--- src/rtl/mem_access_unit.sv ---
// Load/store unit between the CPU memory stage and a word-wide, big-endian data memory.
// Handles byte/half/word accesses, sub-word read-modify-write, load extension and access errors.
module mem_access_unit #(
    parameter int MEM_SIZE = 128
) (
    input  logic        clk,
    input  logic        rst,
    input  logic        req_valid,
    output logic        req_ready,
    input  logic        req_write,
    input  logic [1:0]  req_size,
    input  logic        req_unsigned,
    input  logic [31:0] req_addr,
    input  logic [31:0] req_wdata,
    output logic        resp_valid,
    output logic [31:0] resp_rdata,
    output logic        resp_err,
    output logic [31:0] dm_addr,
    output logic [31:0] dm_write_data,
    output logic        dm_mem_write,
    output logic        dm_mem_read,
    input  logic [31:0] dm_read_data
);

    typedef enum logic [1:0] {IDLE, ACCESS, MERGE, RESP} state_t;

    state_t      state_reg, state_next;
    logic        write_reg, unsigned_reg, err_reg;
    logic [1:0]  size_reg, offset_reg;
    logic [31:0] wdata_reg, word_reg, addr_out_reg, wdata_out_reg;

    logic        accept;
    logic [2:0]  req_bytes;
    logic [32:0] req_end;
    logic        req_err;
    logic [31:0] merged_word;
    logic [31:0] load_data;

    assign accept = req_valid && req_ready;

    // 33-bit end address so a request near 2^32 cannot wrap into range
    always_comb begin
        case (req_size)
            2'd0:    req_bytes = 3'd1;
            2'd1:    req_bytes = 3'd2;
            default: req_bytes = 3'd4;
        endcase
        req_end = {1'b0, req_addr} + {30'b0, req_bytes};
        req_err = (req_size == 2'd3)
               || (req_size == 2'd1 && req_addr[0])
               || (req_size == 2'd2 && req_addr[1:0] != 2'b00)
               || (req_end > 33'(MEM_SIZE));
    end

    // Big-endian lanes: offset 0 is the most significant byte
    always_comb begin
        case (size_reg)
            2'd0: begin
                case (offset_reg)
                    2'd0:    merged_word = {wdata_reg[7:0], word_reg[23:0]};
                    2'd1:    merged_word = {word_reg[31:24], wdata_reg[7:0], word_reg[15:0]};
                    2'd2:    merged_word = {word_reg[31:16], wdata_reg[7:0], word_reg[7:0]};
                    default: merged_word = {word_reg[31:8], wdata_reg[7:0]};
                endcase
            end
            2'd1:    merged_word = offset_reg[1] ? {word_reg[31:16], wdata_reg[15:0]}
                                                 : {wdata_reg[15:0], word_reg[15:0]};
            default: merged_word = wdata_reg;
        endcase
    end

    always_comb begin
        logic [7:0]  lane_b;
        logic [15:0] lane_h;
        case (offset_reg)
            2'd0:    lane_b = word_reg[31:24];
            2'd1:    lane_b = word_reg[23:16];
            2'd2:    lane_b = word_reg[15:8];
            default: lane_b = word_reg[7:0];
        endcase
        lane_h = offset_reg[1] ? word_reg[15:0] : word_reg[31:16];
        case (size_reg)
            2'd0:    load_data = {{24{lane_b[7] & ~unsigned_reg}}, lane_b};
            2'd1:    load_data = {{16{lane_h[15] & ~unsigned_reg}}, lane_h};
            default: load_data = word_reg;
        endcase
    end

    always_ff @(posedge clk or posedge rst) begin
        if (rst) begin
            state_reg     <= IDLE;
            write_reg     <= 1'b0;
            unsigned_reg  <= 1'b0;
            err_reg       <= 1'b0;
            size_reg      <= 2'd0;
            offset_reg    <= 2'd0;
            wdata_reg     <= 32'd0;
            word_reg      <= 32'd0;
            addr_out_reg  <= 32'd0;
            wdata_out_reg <= 32'd0;
        end else begin
            state_reg     <= state_next;
            wdata_out_reg <= dm_write_data;
            if (accept) begin
                write_reg    <= req_write;
                unsigned_reg <= req_unsigned;
                err_reg      <= req_err;
                size_reg     <= req_size;
                offset_reg   <= req_addr[1:0];
                wdata_reg    <= req_wdata;
                // Errored requests never reach memory, so the address bus keeps its last value
                if (!req_err) begin
                    addr_out_reg <= {req_addr[31:2], 2'b00};
                end
            end
            if (state_reg == ACCESS && dm_mem_read) begin
                word_reg <= dm_read_data;
            end
        end
    end

    always_comb begin
        state_next    = state_reg;
        req_ready     = 1'b0;
        resp_valid    = 1'b0;
        dm_mem_read   = 1'b0;
        dm_mem_write  = 1'b0;
        dm_write_data = wdata_out_reg;
        case (state_reg)
            IDLE: begin
                req_ready = 1'b1;
                if (req_valid) begin
                    state_next = req_err ? RESP : ACCESS;
                end
            end
            ACCESS: begin
                if (write_reg && size_reg == 2'd2) begin
                    dm_mem_write  = 1'b1;
                    dm_write_data = wdata_reg;
                    state_next    = RESP;
                end else begin
                    dm_mem_read = 1'b1;
                    state_next  = write_reg ? MERGE : RESP;
                end
            end
            MERGE: begin
                dm_mem_write  = 1'b1;
                dm_write_data = merged_word;
                state_next    = RESP;
            end
            default: begin
                resp_valid = 1'b1;
                state_next = IDLE;
            end
        endcase
    end

    assign dm_addr    = addr_out_reg;
    assign resp_err   = resp_valid && err_reg;
    assign resp_rdata = (resp_valid && !err_reg && !write_reg) ? load_data : 32'd0;

endmodule
--- config.mk ---
export PLATFORM = sky130hd
export DESIGN_NAME = mem_access_unit
export DESIGN_NICKNAME = d
export VERILOG_FILES = /design/src/rtl/mem_access_unit.sv
export SDC_FILE = /design/constraint.sdc
export NUM_CORES = 1
export LEC_CHECK = 0
export CAP_MARGIN = 20
export CORE_UTILIZATION = 44
export DETAILED_ROUTE_END_ITERATION = 8
export HOLD_SLACK_MARGIN = 0.05
export PLACE_DENSITY = 0.75
export SETUP_SLACK_MARGIN = 0.02
export SYNTH_ARGS = -nofsm -noshare
export SYNTH_HDL_FRONTEND = slang
export SYNTH_SLANG_ARGS = --single-unit
--- constraint.sdc ---
create_clock -name clk -period 4.1 [get_ports clk]
set_input_delay 0.41 -clock clk [delete_from_list [all_inputs] [get_ports clk]]
set_output_delay 0.41 -clock clk [all_outputs]
set_load 0.005 [all_outputs]
==> results.py, run 1 <==
metrics = {
    "status": {
        "outcome": "completed",
    },
    "clock_tree": {
        "cts.sink_count": 135,
        "clk_pin_slew_ns": 0.06,
        "post_cts_buffers": 0,
        "cts_resized": 0,
        "cts_max_level": 4,
        "cts.path.max_buffers": 2,
        "ctsHoldBuffers": 0,
        "clk_latency_ns": 0.43,
        "cts_root_buf": "clkbuf_16",
        "cts_tree": "built",
        "cts_buffers": 17,
    },
    "placement": {
        "gp_congestion": 0.916,
        "port-buffer-count": 201,
        "dp_hpwl_um": 16800,
    },
    "global_route": {
        "top_usage_layer": "met2",
        "antenna_found_initial": 0,
        "grtUsageTotal_pct": 27.9,
        "grt_overflow": 0,
        "grtUsageMet2_pct": 44.5,
        "grt_max_degree": 97,
        "gr-usage-met3_pct": 6.90,
        "first_global_vias": 6981,
        "grt_pass1_wl_um": 37800,
        "use_met1_pct": 35.7,
    },
    "sta": {
        "setup_violations": 0,
        "max_slew_margin_pct": 53.4,
        "worst_pin_slew_ns": 0.698,
        "drv_slew": 0,
        "setup-tns-final_ns": 0,
        "rsz0062_at_grt": "false",
        "hold_viol": 0,
        "fmax_mhz": 278,
        "whs_ns": 0.369,
        "fin_crit_sh_pct": 87.7,
        "fin_crit_ns": 3.59,
        "finClkSkew_ns": 0.00565,
    },
    "logic_synthesis": {
        "synth_top_family_by_area": "compound AO/OA/AOI/OAI gates",
        "synthesis.area_mm2": 0.00751,
        "synthTopCellsByArea": "dfrtp_1, nand2_1, mux2_2, o21ai_0, a22o_1",
        "synth_cell_types": 71,
        "synthArstFlopShare_pct": 100,
        "synth_compound_area_share_pct": 21.3,
        "synth.area.mux_share_pct": 7.86,
        "yosysTopAreaCell": "dfrtp_1",
        "yosys.area_share.simple_pct": 18.0,
        "yosysTopAreaCellShare_pct": 45.0,
        "yosysWarnings": 0,
        "synthFlopType": "dfrtp_1",
        "yosysSeqAreaShare_pct": 45.0,
        "syn_inst": 805,
        "avgSynthCellArea_um2": 9.33,
        "synth_fa_ha_area_share_pct": 1.43,
        "yosys.area_share.xor_xnor_pct": 1.17,
        "synth_seq_cells": 135,
        "synth-edff-count": 0,
    },
    "routing": {
        "avgViaCountPerCell": 5.79,
        "ant_nets": 0,
        "drc": 0,
        "wire_per_inst_um": 19.4,
        "drt-total-wl_um": 23700,
        "vias": 7047,
        "first_pass_iters": 6,
        "drt_iter0_drc": 585,
    },
    "power": {
        "cellInternalPower_mw": 4.25,
        "p_clk_share_pct": 22.2,
        "switchingPower_mw": 2.96,
        "powerDensity_mw_per_mm2": 700,
        "seqPwrFrac_pct": 31.2,
        "p_comb_share_pct": 46.6,
        "power_leakage_nw": 4.38,
        "swShare_pct": 41.0,
        "peakVddDrop_uv": 470,
    },
    "cells_and_area": {
        "antennaDiodeCount": 0,
        "regArea_mm2": 0.00338,
        "nNetsFinal": 1095,
        "syn2layout_area_growth_pct": 36.9,
        "fillCellCount": 1405,
        "final_common_cell": "clkdlybuf4s50_1",
        "final_cell_mix": "clkdlybuf4s50_1, dfrtp_1, nand2_1",
        "multiInputGateArea_mm2": 0.00375,
        "drive_gt1_share_pct": 11.8,
    },
    "floorplanning": {
        "std_cell_rows": 47,
        "io_pins": 204,
        "initial_core_util_pct": 45.1,
        "die_y_um": 133,
        "dieWidth_um": 133,
        "coreArea_mm2": 0.0166,
        "die_area_mm2": 0.0176,
    },
    "critical_path": {
        "start_kind": "flip-flop",
        "cp-end-kind": "output port",
        "worstPathMaxFanout": 36,
        "critical_path_class": "flip-flop to output port",
        "cp_data_arrival_time_ns": 3.18,
        "crit_required_ns": 3.69,
    },
    "worst_hold_path": {
        "hold_path.class": "input pin to asynchronous set/reset pin",
    },
    "job": {
        "drv_cap": 0,
    },
}
## stage by stage
step | power [mW] | instance area [um^2] | setup slack (ns) | cells | util (%)
final | 7.20 | 10300 | 0.506 | 1217 | 61.8
after global routing | 7.62 | 10300 | 0.310 | 1217 | 61.8
after CTS | 7.16 | 10300 | 0.338 | 1216 | 61.8
after detailed placement | 5.53 | 9660 | 0.190 | 1184 | 58.1
after global placement | 5.47 | 9660 | 0.259 | 1184 | 58.1
after floorplan | 4.18 | 7520 | 0.0789 | 806 | -
## worst paths after layout
kind,from,endpoint,slack [ns],depth (start not counted)
max,offset_reg[1],dm_write_data[3],0.51,7
min,rst,dm_addr[23],0.37,2
max reg2reg,offset_reg[1],wdata_out_reg[2],1.74,5
min reg2reg,dm_addr[11],dm_addr[11],0.49,1
max in group asynchronous,rst,word_reg[23],2.85,3
min in group clk,dm_addr[11],dm_addr[11],0.49,1
## worst max-delay path, cell delays in order, from the launching register on
cell and delay (ns):
dfrtp_1 0.71, buf_4 0.44, nand2_1 0.39, nor2_1 0.18
o21ai_0 0.08, o21ai_0 0.16, a32o_1 0.25, clkdlybuf4s50_1 0.53
## power by group through the flow
stage                     registers [mW]  clock network, mW  logic (mW)
after CTS                           2.22               1.61        3.33
final                               2.25               1.60        3.36
after floorplan                     2.02                  0        2.15
after global placement              2.22                  0        3.25
after global routing                2.29               1.68        3.66
after detailed placement            2.24                  0        3.30
## synth_stat cells (all sizes together), types with 3 or more instances
cell	instances
a211o	3
a21oi	54
a221oi	9
a222oi	7
a22o	38
a22oi	6
a31oi	3
and2	31
and3	7
and4	6
buf	11
clkbuf	45
dfrtp	135
ha	7
inv	34
mux2	41
mux2i	11
nand2	123
nand3	13
nand4	15
nor2	34
nor2b	4
nor3	13
nor4	4
o211ai	7
o21ai	74
o221ai	8
o22ai	15
or2	5
or3	3
xnor2	4
xor2	6
## per-layer routing
layer  up-vias  routed length [um]
li1       3262                   -
met1      3360                9700
met2       363               11000
met3        62                2170
met4         0                 754
met5         -                   0
## cell type report
class / count / area share (%)
clock buffer: 22 / 4.61
clock inverter: 10 / 1.37
inverter: 34 / 1.27
multi-input combinational: 580 / 36.4
sequential: 135 / 32.8
tap: 220 / 2.68
timing repair buffer: 216 / 20.8
## cell families (layout without fill, tap and decap cells)
family / Yosys count / count (layout)
simple gates: 265 / 265
other cells: 1 / 2
xor+xnor: 10 / 10
buf+inv: 91 / 282
compound gates: 243 / 243
flops: 135 / 135
mux: 52 / 52
fa+ha+maj: 8 / 8
Note: power is estimated with default switching activity, not from simulation.
==> run 2, diff against run 1 <==
--- a/config.mk
+++ b/config.mk
@@ -6,10 +6,11 @@
 export NUM_CORES = 1
 export LEC_CHECK = 0
 export CAP_MARGIN = 20
-export CORE_UTILIZATION = 44
+export CORE_ASPECT_RATIO = 1.4
+export CORE_UTILIZATION = 40
 export DETAILED_ROUTE_END_ITERATION = 8
 export HOLD_SLACK_MARGIN = 0.05
-export PLACE_DENSITY = 0.75
+export PLACE_DENSITY = 0.69
 export SETUP_SLACK_MARGIN = 0.02
 export SYNTH_ARGS = -nofsm -noshare
 export SYNTH_HDL_FRONTEND = slang
==> run 2 against run 1 <==
Net effect: global-route usage down 1.9 points; hold slack improved by 0.11 ns; critical path depth increased by 3; register-to-register slack got worse by 0.11 ns; combinational power about the same; maximum frequency decreased by 1.8%; first-iteration DRC count decreased by 11%; critical endpoint is now dm_write_data[0]; critical path type unchanged; non-clock buffer count grew 4; core utilization decreased by 5.0 points; die area increased by 9.9%.
==> results.py, run 2 (same netlist as run 1, synthesis figures left out) <==
metrics = {
    "status": {
        "outcome": "completed",
    },
    "placement": {
        "port-buffer-count": 201,
        "placed_cell_area_mm2": 0.00971,
        "dp_hpwl_um": 18200,
        "gp_congestion": 0.974,
        "dp_slack_ns": 0.146,
    },
    "global_route": {
        "first_global_vias": 6754,
        "antenna_found_initial": 0,
        "grt_pass1_wl_um": 37900,
        "grt_max_degree": 84,
        "grtUsageTotal_pct": 26.0,
        "grt_overflow": 0,
    },
    "routing": {
        "wl_met3_um": 1670,
        "drt-total-wl_um": 24800,
        "drc": 0,
        "vias": 6999,
        "wire_per_inst_um": 20.0,
        "ant_nets": 0,
        "highest_layer": "met4",
        "first_pass_iters": 7,
        "avgViaCountPerCell": 5.65,
        "wl_met2_um": 13400,
        "wl_met1_um": 8980,
        "drt_iter0_drc": 522,
    },
    "critical_path": {
        "cp_data_arrival_time_ns": 3.25,
        "path_buf_inv": 3,
        "worstPathMaxFanout": 17,
        "crit_required_ns": 3.69,
        "crit_family": "buffers and inverters",
        "cp-end-kind": "output port",
        "critical_path_class": "flip-flop to output port",
        "start_kind": "flip-flop",
        "reg2reg_slack_ns": 1.63,
        "cp.depth": 10,
        "cp_common_cell": "nor2_1",
        "cp_slowest_cell": "dfrtp_1",
        "path_cells": "buf_4 > nor2_1 > and3_1 > nor2_1 > nor2_1 > buf_4 > o21ai_0 > o21ai_0 > a22o_1 > clkdlybuf4s50_1",
        "ff2ff_path_depth": 9,
        "worst_path_largest_cell_delay_ns": 0.59,
    },
    "cells_and_area": {
        "antennaDiodeCount": 0,
        "nNetsFinal": 1099,
        "final_area_mm2": 0.0103,
        "syn2layout_area_growth_pct": 37.2,
        "drive_gt1_share_pct": 12.2,
        "fillCellCount": 1681,
        "final_cell_mix": "clkdlybuf4s50_1, dfrtp_1, nand2_1",
        "final_common_cell": "clkdlybuf4s50_1",
    },
    "sta": {
        "fin_crit_sh_pct": 89.3,
        "max_slew_margin_pct": 48.4,
        "drv_slew": 0,
        "rsz0062_at_grt": "false",
        "worst_pin_slew_ns": 0.774,
        "setup_violations": 0,
        "fin_crit_ns": 3.66,
        "finClkSkew_ns": 0.00852,
        "setup-tns-final_ns": 0,
        "setup_slack_ns": 0.440,
        "fmax_mhz": 273,
        "hold_viol": 0,
    },
    "clock_tree": {
        "cts_resized": 0,
        "post_cts_buffers": 0,
        "cts_buffers": 17,
        "cts_root_buf": "clkbuf_16",
        "cts.sink_count": 135,
        "cts_tree": "built",
        "ctsHoldBuffers": 0,
        "clk_pin_slew_ns": 0.06,
        "cts_max_level": 4,
        "clk_latency_ns": 0.43,
        "cts.path.max_buffers": 2,
    },
    "floorplanning": {
        "coreArea_mm2": 0.0181,
        "dieWidth_um": 118,
        "die_y_um": 164,
        "std_cell_rows": 58,
        "initial_core_util_pct": 41.4,
        "io_pins": 204,
        "die_area_mm2": 0.0193,
    },
    "worst_hold_path": {
        "hold_depth": 1,
        "hold_path.class": "flip-flop to flip-flop",
    },
    "power": {
        "powerDensity_mw_per_mm2": 692,
        "power.total_mw": 7.12,
        "peakVddDrop_uv": 402,
        "power_leakage_nw": 4.38,
    },
    "job": {
        "drv_cap": 0,
    },
}
## run 2: layout make-up
type,instances,area [um^2],area share [%]
multi-input cells,580,3750,36.4
inverters,34,133,1.29
clock inverters,10,123,1.19
repair buffers,220,2150,20.9
flip-flops and latches,135,3380,32.8
clock buffers,20,467,4.53
well taps,240,300,2.91
## run 2: path summary, 6_finish.rpt
check	startpoint	to
max in group asynchronous	rst	wdata_out_reg[21]
worst min register to register	dm_addr[22]	dm_addr[22]
worst max register to register	size_reg[0]	wdata_out_reg[0]
worst max-delay path	size_reg[0]	dm_write_data[0]
min in group asynchronous	rst	wdata_reg[24]
worst min-delay path	dm_addr[22]	dm_addr[22]
## run 2: worst reg2reg max path: stages, from the launching register on
cell and delay [ns]:
dfrtp_1 0.70, buf_4 0.34, nor2_1 0.08, and3_1 0.32
nor2_1 0.13, nor2_1 0.05, buf_4 0.21, o21ai_0 0.16
o21ai_0 0.13, a22o_1 0.22
## run 2: power breakdown
part / internal (mW) / switching [mW] / total (mW)
combinational: 1.45 / 1.91 / 3.36
sequential: 1.79 / 0.454 / 2.24
clock: 0.939 / 0.582 / 1.52
total: 4.18 / 2.94 / 7.12
## run 2: stage by stage
| step | util [%] | hold WS [ns] | instances |
|---|---|---|---|
| after floorplan | - | 0.478 | 806 |
| after global placement | 53.5 | 0.469 | 1208 |
| after detailed placement | 53.5 | 0.472 | 1209 |
| after CTS | 56.8 | 0.488 | 1239 |
| after global routing | 56.8 | 0.505 | 1239 |
| final | 56.8 | 0.482 | 1239 |
## run 2: metal layers
| layer | global-route usage [%] | vias to the layer above |
|---|---|---|
| met1 | 29.8 | 3373 |
| met3 | 5.03 | 47 |
| met2 | 47.0 | 302 |
| met5 | 0 | - |
| li1 | - | 3277 |
| met4 | 11.2 | 0 |
